===== config.mk =====
export PLATFORM = sky130hd
export DESIGN_NAME = dsp_nco_phase_det
export DESIGN_NICKNAME = d
export VERILOG_FILES = /design/src/rtl/dsp_nco_phase_det.sv
export SDC_FILE = /design/constraint.sdc
export NUM_CORES = 1
export LEC_CHECK = 0
export ABC_AREA = 1
export ABC_CLOCK_PERIOD_IN_PS = 11600
export CORE_MARGIN = 3
export CORE_UTILIZATION = 41
export CTS_BUF_LIST = sky130_fd_sc_hd__clkbuf_16
export CTS_CLUSTER_DIAMETER = 40
export DETAILED_ROUTE_END_ITERATION = 7
export SLEW_MARGIN = 30
export SYNTH_ARGS = -nofsm -noshare
export SYNTH_HDL_FRONTEND = slang
export SYNTH_SLANG_ARGS = --single-unit
export TNS_END_PERCENT = 1

===== constraint.sdc =====
create_clock -name clk -period 11.6 [get_ports clk]
set_input_delay 2.9 -clock clk [delete_from_list [all_inputs] [get_ports clk]]
set_output_delay 2.9 -clock clk [all_outputs]
set_load 0.005 [all_outputs]

===== src/rtl/dsp_nco_phase_det.sv =====
// Vectoring-mode CORDIC phase/magnitude detector with successive-phase difference output.
// One sample in flight at a time: IDLE -> PRE -> ITER (ITER micro-rotations) -> DONE.
`timescale 1ns/1ps

module dsp_nco_phase_det #(
    parameter int DATA_WIDTH = 16,
    parameter int PHI_WIDTH  = 16,
    parameter int ITER       = 16
) (
    input  logic                  clk,
    input  logic                  rst,
    input  logic [DATA_WIDTH-1:0] sin_i,
    input  logic [DATA_WIDTH-1:0] cos_i,
    input  logic                  in_valid,
    output logic                  in_ready,
    output logic [PHI_WIDTH-1:0]  phase_o,
    output logic [PHI_WIDTH-1:0]  phi_inc_o,
    output logic [DATA_WIDTH:0]   mag_o,
    output logic                  out_valid,
    input  logic                  out_ready
);

    // Guard bits below the integer LSB stop the floor bias of >>> from piling up in X.
    localparam int GUARD = 4;
    localparam int XW    = DATA_WIDTH + 2 + GUARD;
    localparam int RSH   = (PHI_WIDTH < 32) ? 31 - PHI_WIDTH : 0;
    localparam logic [31:0]          ROUND = (PHI_WIDTH < 32) ? (32'd1 << RSH) : 32'd0;
    localparam logic signed [XW-1:0] HALF  = XW'(2 ** (GUARD - 1));
    localparam logic [4:0]           LAST  = 5'(ITER - 1);

    typedef enum logic [1:0] {ST_IDLE, ST_PRE, ST_ITER, ST_DONE} state_t;

    state_t                r_state;
    state_t                w_next;
    logic [DATA_WIDTH-1:0] r_sin;
    logic [DATA_WIDTH-1:0] r_cos;
    logic                  r_zero;
    logic signed [XW-1:0]  r_x;
    logic signed [XW-1:0]  r_y;
    logic [31:0]           r_z;
    logic [4:0]            r_cnt;
    logic                  r_valid;
    logic                  r_first;
    logic [PHI_WIDTH-1:0]  r_phase;
    logic [PHI_WIDTH-1:0]  r_prev;
    logic [PHI_WIDTH-1:0]  r_inc;
    logic [DATA_WIDTH:0]   r_mag;

    logic signed [XW-1:0]  w_x0;
    logic signed [XW-1:0]  w_y0;
    logic signed [XW-1:0]  w_xs;
    logic signed [XW-1:0]  w_ys;
    logic signed [XW-1:0]  w_xr;
    logic [31:0]           w_zr;
    logic [PHI_WIDTH-1:0]  w_phase;
    logic [DATA_WIDTH:0]   w_mag;

    // atan(2^-i) as a fraction of the full circle, scaled to 2^32.
    function automatic logic [31:0] atanLut(input logic [4:0] idx);
        logic [31:0] v;
        case (idx)
            5'd0:  v = 32'h2000_0000;
            5'd1:  v = 32'h12E4_051E;
            5'd2:  v = 32'h09FB_385B;
            5'd3:  v = 32'h0511_11D4;
            5'd4:  v = 32'h028B_0D43;
            5'd5:  v = 32'h0145_D7E1;
            5'd6:  v = 32'h00A2_F61E;
            5'd7:  v = 32'h0051_7C55;
            5'd8:  v = 32'h0028_BE53;
            5'd9:  v = 32'h0014_5F2F;
            5'd10: v = 32'h000A_2F98;
            5'd11: v = 32'h0005_17CC;
            5'd12: v = 32'h0002_8BE6;
            5'd13: v = 32'h0001_45F3;
            5'd14: v = 32'h0000_A2FA;
            5'd15: v = 32'h0000_517D;
            5'd16: v = 32'h0000_28BE;
            5'd17: v = 32'h0000_145F;
            5'd18: v = 32'h0000_0A30;
            5'd19: v = 32'h0000_0518;
            5'd20: v = 32'h0000_028C;
            5'd21: v = 32'h0000_0146;
            5'd22: v = 32'h0000_00A3;
            5'd23: v = 32'h0000_0051;
            default: v = 32'h0000_0000;
        endcase
        return v;
    endfunction

    assign w_x0    = {{(XW-DATA_WIDTH-GUARD){r_cos[DATA_WIDTH-1]}}, r_cos, {GUARD{1'b0}}};
    assign w_y0    = {{(XW-DATA_WIDTH-GUARD){r_sin[DATA_WIDTH-1]}}, r_sin, {GUARD{1'b0}}};
    assign w_xs    = r_x >>> r_cnt;
    assign w_ys    = r_y >>> r_cnt;
    assign w_zr    = r_z + ROUND;
    assign w_phase = r_zero ? '0 : PHI_WIDTH'(w_zr >> (32 - PHI_WIDTH));
    assign w_xr    = r_x + HALF;
    assign w_mag   = w_xr[XW-1] ? '1 : (DATA_WIDTH+1)'(w_xr >>> GUARD);

    always_ff @(posedge clk or posedge rst) begin
        if (rst) begin
            r_state <= ST_IDLE;
        end else begin
            r_state <= w_next;
        end
    end

    always_comb begin
        w_next   = r_state;
        in_ready = 1'b0;
        case (r_state)
            ST_IDLE: begin
                in_ready = 1'b1;
                if (in_valid) w_next = ST_PRE;
            end
            ST_PRE:  w_next = ST_ITER;
            ST_ITER: if (r_cnt == LAST) w_next = ST_DONE;
            ST_DONE: if (r_valid && out_ready) w_next = ST_IDLE;
            default: w_next = ST_IDLE;
        endcase
    end

    // The first DONE cycle formats and registers the result; out_valid rises on the next edge.
    always_ff @(posedge clk or posedge rst) begin
        if (rst) begin
            r_sin   <= '0;
            r_cos   <= '0;
            r_zero  <= 1'b0;
            r_x     <= '0;
            r_y     <= '0;
            r_z     <= '0;
            r_cnt   <= '0;
            r_valid <= 1'b0;
            r_first <= 1'b1;
            r_phase <= '0;
            r_prev  <= '0;
            r_inc   <= '0;
            r_mag   <= '0;
        end else begin
            case (r_state)
                ST_IDLE: begin
                    if (in_valid) begin
                        r_sin  <= sin_i;
                        r_cos  <= cos_i;
                        r_zero <= (sin_i == '0) && (cos_i == '0);
                    end
                end
                ST_PRE: begin
                    r_cnt <= '0;
                    if (w_x0[XW-1]) begin
                        r_x <= -w_x0;
                        r_y <= -w_y0;
                        r_z <= 32'h8000_0000;
                    end else begin
                        r_x <= w_x0;
                        r_y <= w_y0;
                        r_z <= 32'h0000_0000;
                    end
                end
                ST_ITER: begin
                    r_cnt <= r_cnt + 5'd1;
                    if (!r_y[XW-1]) begin
                        r_x <= r_x + w_ys;
                        r_y <= r_y - w_xs;
                        r_z <= r_z + atanLut(r_cnt);
                    end else begin
                        r_x <= r_x - w_ys;
                        r_y <= r_y + w_xs;
                        r_z <= r_z - atanLut(r_cnt);
                    end
                end
                ST_DONE: begin
                    if (!r_valid) begin
                        r_valid <= 1'b1;
                        r_phase <= w_phase;
                        r_mag   <= w_mag;
                        r_inc   <= r_first ? '0 : w_phase - r_prev;
                    end else if (out_ready) begin
                        r_valid <= 1'b0;
                        r_prev  <= r_phase;
                        r_first <= 1'b0;
                    end
                end
                default: ;
            endcase
        end
    end

    assign phase_o   = r_phase;
    assign phi_inc_o = r_inc;
    assign mag_o     = r_mag;
    assign out_valid = r_valid;

endmodule


==> metrics.cfg <==
[route]
vias_per_cell=5.506
first_iter_violations=1467
vias=17980
wire_per_inst_um=17.50
wirelength_um=57140
ant_nets=0
drc_errors=0
firstDrtPassIters=6

[synth]
ys.flop_type=dfrtp_1
synth_top_family_by_area=simple AND/OR/NAND/NOR gates
synth_seq_area_share_pct=26.35
synth_compound_area_share_pct=19.47
synth_area_sq_um=17380
syn_area_per_cell_sq_um=6.457
synth-seq-cells=183
synthSimpleGateAreaFrac_pct=32.57
synthArstFlopShare_pct=100.0
synth_edf_count=0
postSynthCellCount=2692
ys.warnings.count=0
syn_nets=2839
synth_mux_area_share_pct=0.06478
synth-xor-area-share_pct=4.132
netlist-cell-type-count=64
synth_fa_ha_area_share_pct=8.162

[finish]
fin_util_pct=46.29
nNetsFinal=2867
layout-drive-gt1-share_pct=5.013
final_area_sq_um=19160
synthToLayoutAreaGrowth_pct=10.21
n_antenna_cell=0
nFillCells=4357

[grt]
grt.busiest_layer=met2
antenna_found_initial=0
grtUsageTotal_pct=25.46
use_met1_pct=33.87
grtUsageMet3_pct=2.934
use_met2_pct=43.31
grt_pass1_vias=17050
grt_max_degree=119
grt_pass1_wl_um=91020
overflow=0

[sta]
fin_crit_sh_pct=46.15
tightest_slew_ps=898.0
min_period_ps=5353
fin_tns_setup_ps=0
slew_headroom_pct=40.14
setup_slack_ps=6247
slew_viol_final=0
setup_violations=0
rsz0062_at_grt=false
hold_viol_final=0
fmax_mhz=186.8
skew_ps=8.168

[clock_network]
post_cts_buffers=0
cts_resized=0
holdBufCountCts=0
clk_latency_ps=490
root_buffer=clkbuf_16
clock-sinks=183
cts_buffers=17
h-tree-depth=4
clk_pin_slew_ps=70
clock_path_buffers=2
cts_tree=done

[place]
placed_area_sq_um=18540
place.gp.congestion=0.9401
hpwl_um=43840
place_ws_ps=6283
portBuffers=86

[min_path]
hp-class=reg2reg

[die]
rows=74
initial_utilization_pct=42.00
die_x_um=211.9
die_area_sq_um=44900
ios=87
die_h_um=211.9
core_area_sq_um=41390

[flow_run]
drv_cap=0

[worst_setup_path]
path_class=reg2reg
endpoint_kind=flop
critPathMaxFanout=25
cp.arrival_ps=5680
cp-start-kind=flop
cp.required_ps=11930

[run_status]
status=completed

[cell type report]
class / count / area [sq um] / area share (%)
timing repair buffer: 104 / 1020 / 5.323
inverter: 291 / 1102 / 5.754
sequential: 183 / 4583 / 23.92
clock inverter: 15 / 157.7 / 0.8229
clock buffer: 17 / 425.4 / 2.220
tap: 532 / 665.6 / 3.474
multi-input combinational: 2123 / 11200 / 58.48
[through the flow]
| stage | hold WS, ps | cells |
|---|---|---|
| 2_1_floorplan | 447.4 | 2692 |
| 3_3_place_gp | 459.2 | 3232 |
| 3_5_place_dp | 465.0 | 3232 |
| 4_1_cts | 477.3 | 3264 |
| 5_1_grt | 498.1 | 3265 |
| 6_report | 474.7 | 3265 |
[flip-flops by register name, indices dropped and copies added (netlist names), 2 cells and up]
signal	flops
r_x	22
r_cos	16
r_state	2
r_sin	16
phase_o	16
mag_o	17
phi_inc_o	16
r_cnt	5
r_y	22
r_prev	16
r_z	32
[worst max-delay path, cell delays in order (launching register included)]
cell      delay [ps]
dfrtp_1          850
inv_2            420
nor2_2           160
buf_4            290
inv_1            220
nor2_1           130
nand2_1           60
nand3b_1         130
ha_1             160
inv_1             50
nor2_1           130
nand2_2           80
nor3_2           190
nand3_2          160
o21ai_2          230
xor2_1           110
ha_1             370
nand2_1          120
nor4_1           370
nand3_1          130
nand3_1          160
nand2_1           80
o211ai_1         170
nand2_1           80
nand2_1           80
a21oi_1           50
o21ai_0          100
o21ai_0          100
[worst paths after layout]
path / cells after the start / start / end / slack (ps)
worst max-delay path: 27 / r_cnt[3] / r_z[28] / 6250
worst max register to register: 27 / r_cnt[3] / r_z[28] / 6250
max in group asynchronous: 3 / rst / r_cnt[0] / 7790
worst min-delay path: 2 / r_first / r_first / 470
worst min register to register: 2 / r_first / r_first / 470
min in group asynchronous: 2 / rst / mag_o[15] / 2810
[cells in the final DEF (no fill, tap or decap), types with 10 or more instances in the layout]
cell type,netlist,final
o21ai_0,252,252
ha_1,107,106
o22ai_1,26,26
inv_2,14,14
clkdlybuf4s50_1,0,86
nor3_1,30,29
or2_2,11,11
xor2_1,50,50
nor2_1,229,228
nand4_1,27,27
o31ai_1,10,10
nor4_1,14,14
nand3_1,217,217
buf_4,5,16
nor2_2,13,14
clkbuf_16,0,17
a31oi_1,25,25
inv_1,274,276
dfrtp_1,182,180
a21oi_1,207,207
o21ai_1,19,19
nand2_1,733,733
o211ai_1,16,16
xnor2_1,32,32
[cells by family after synthesis]
logic type      Yosys count
fa+ha+maj               111
simple gates           1321
flops                   183
buf+inv                 386
xor+xnor                 82
mux                       1
compound gates          608
[Yosys cell counts (11+ instances only)]
cell	number	area share, %
o22ai_1	26	0.94
nor3_1	30	0.86
nand2_1	733	16
xor2_1	50	2.5
o211ai_1	16	0.69
nor2_1	229	4.9
a21oi_1	207	6.0
dfrtp_1	182	26
inv_1	274	5.9
buf_2	17	0.49
nand3_1	217	6.2
buf_6	14	0.91
nand4_1	27	0.97
o21ai_0	252	7.3
nor2_2	13	0.47
inv_2	14	0.30
ha_1	107	7.7
clkbuf_1	50	1.1
o21ai_1	19	0.55
xnor2_1	32	1.6
or2_2	11	0.40
a31oi_1	25	0.90
nor4_1	14	0.50
[per-layer routing]
metal / wire (um) / part of all wire [%] / up-vias
met4: 1473 / 2.6 / 0
met1: 26060 / 46 / 8400
li1: - / - / 9041
met3: 2426 / 4.2 / 85
met5: 0 / 0 / -
met2: 27180 / 48 / 452
Power is not shown: default switching activity piles up to over one toggle a cycle in this logic, so the estimate is an artifact.
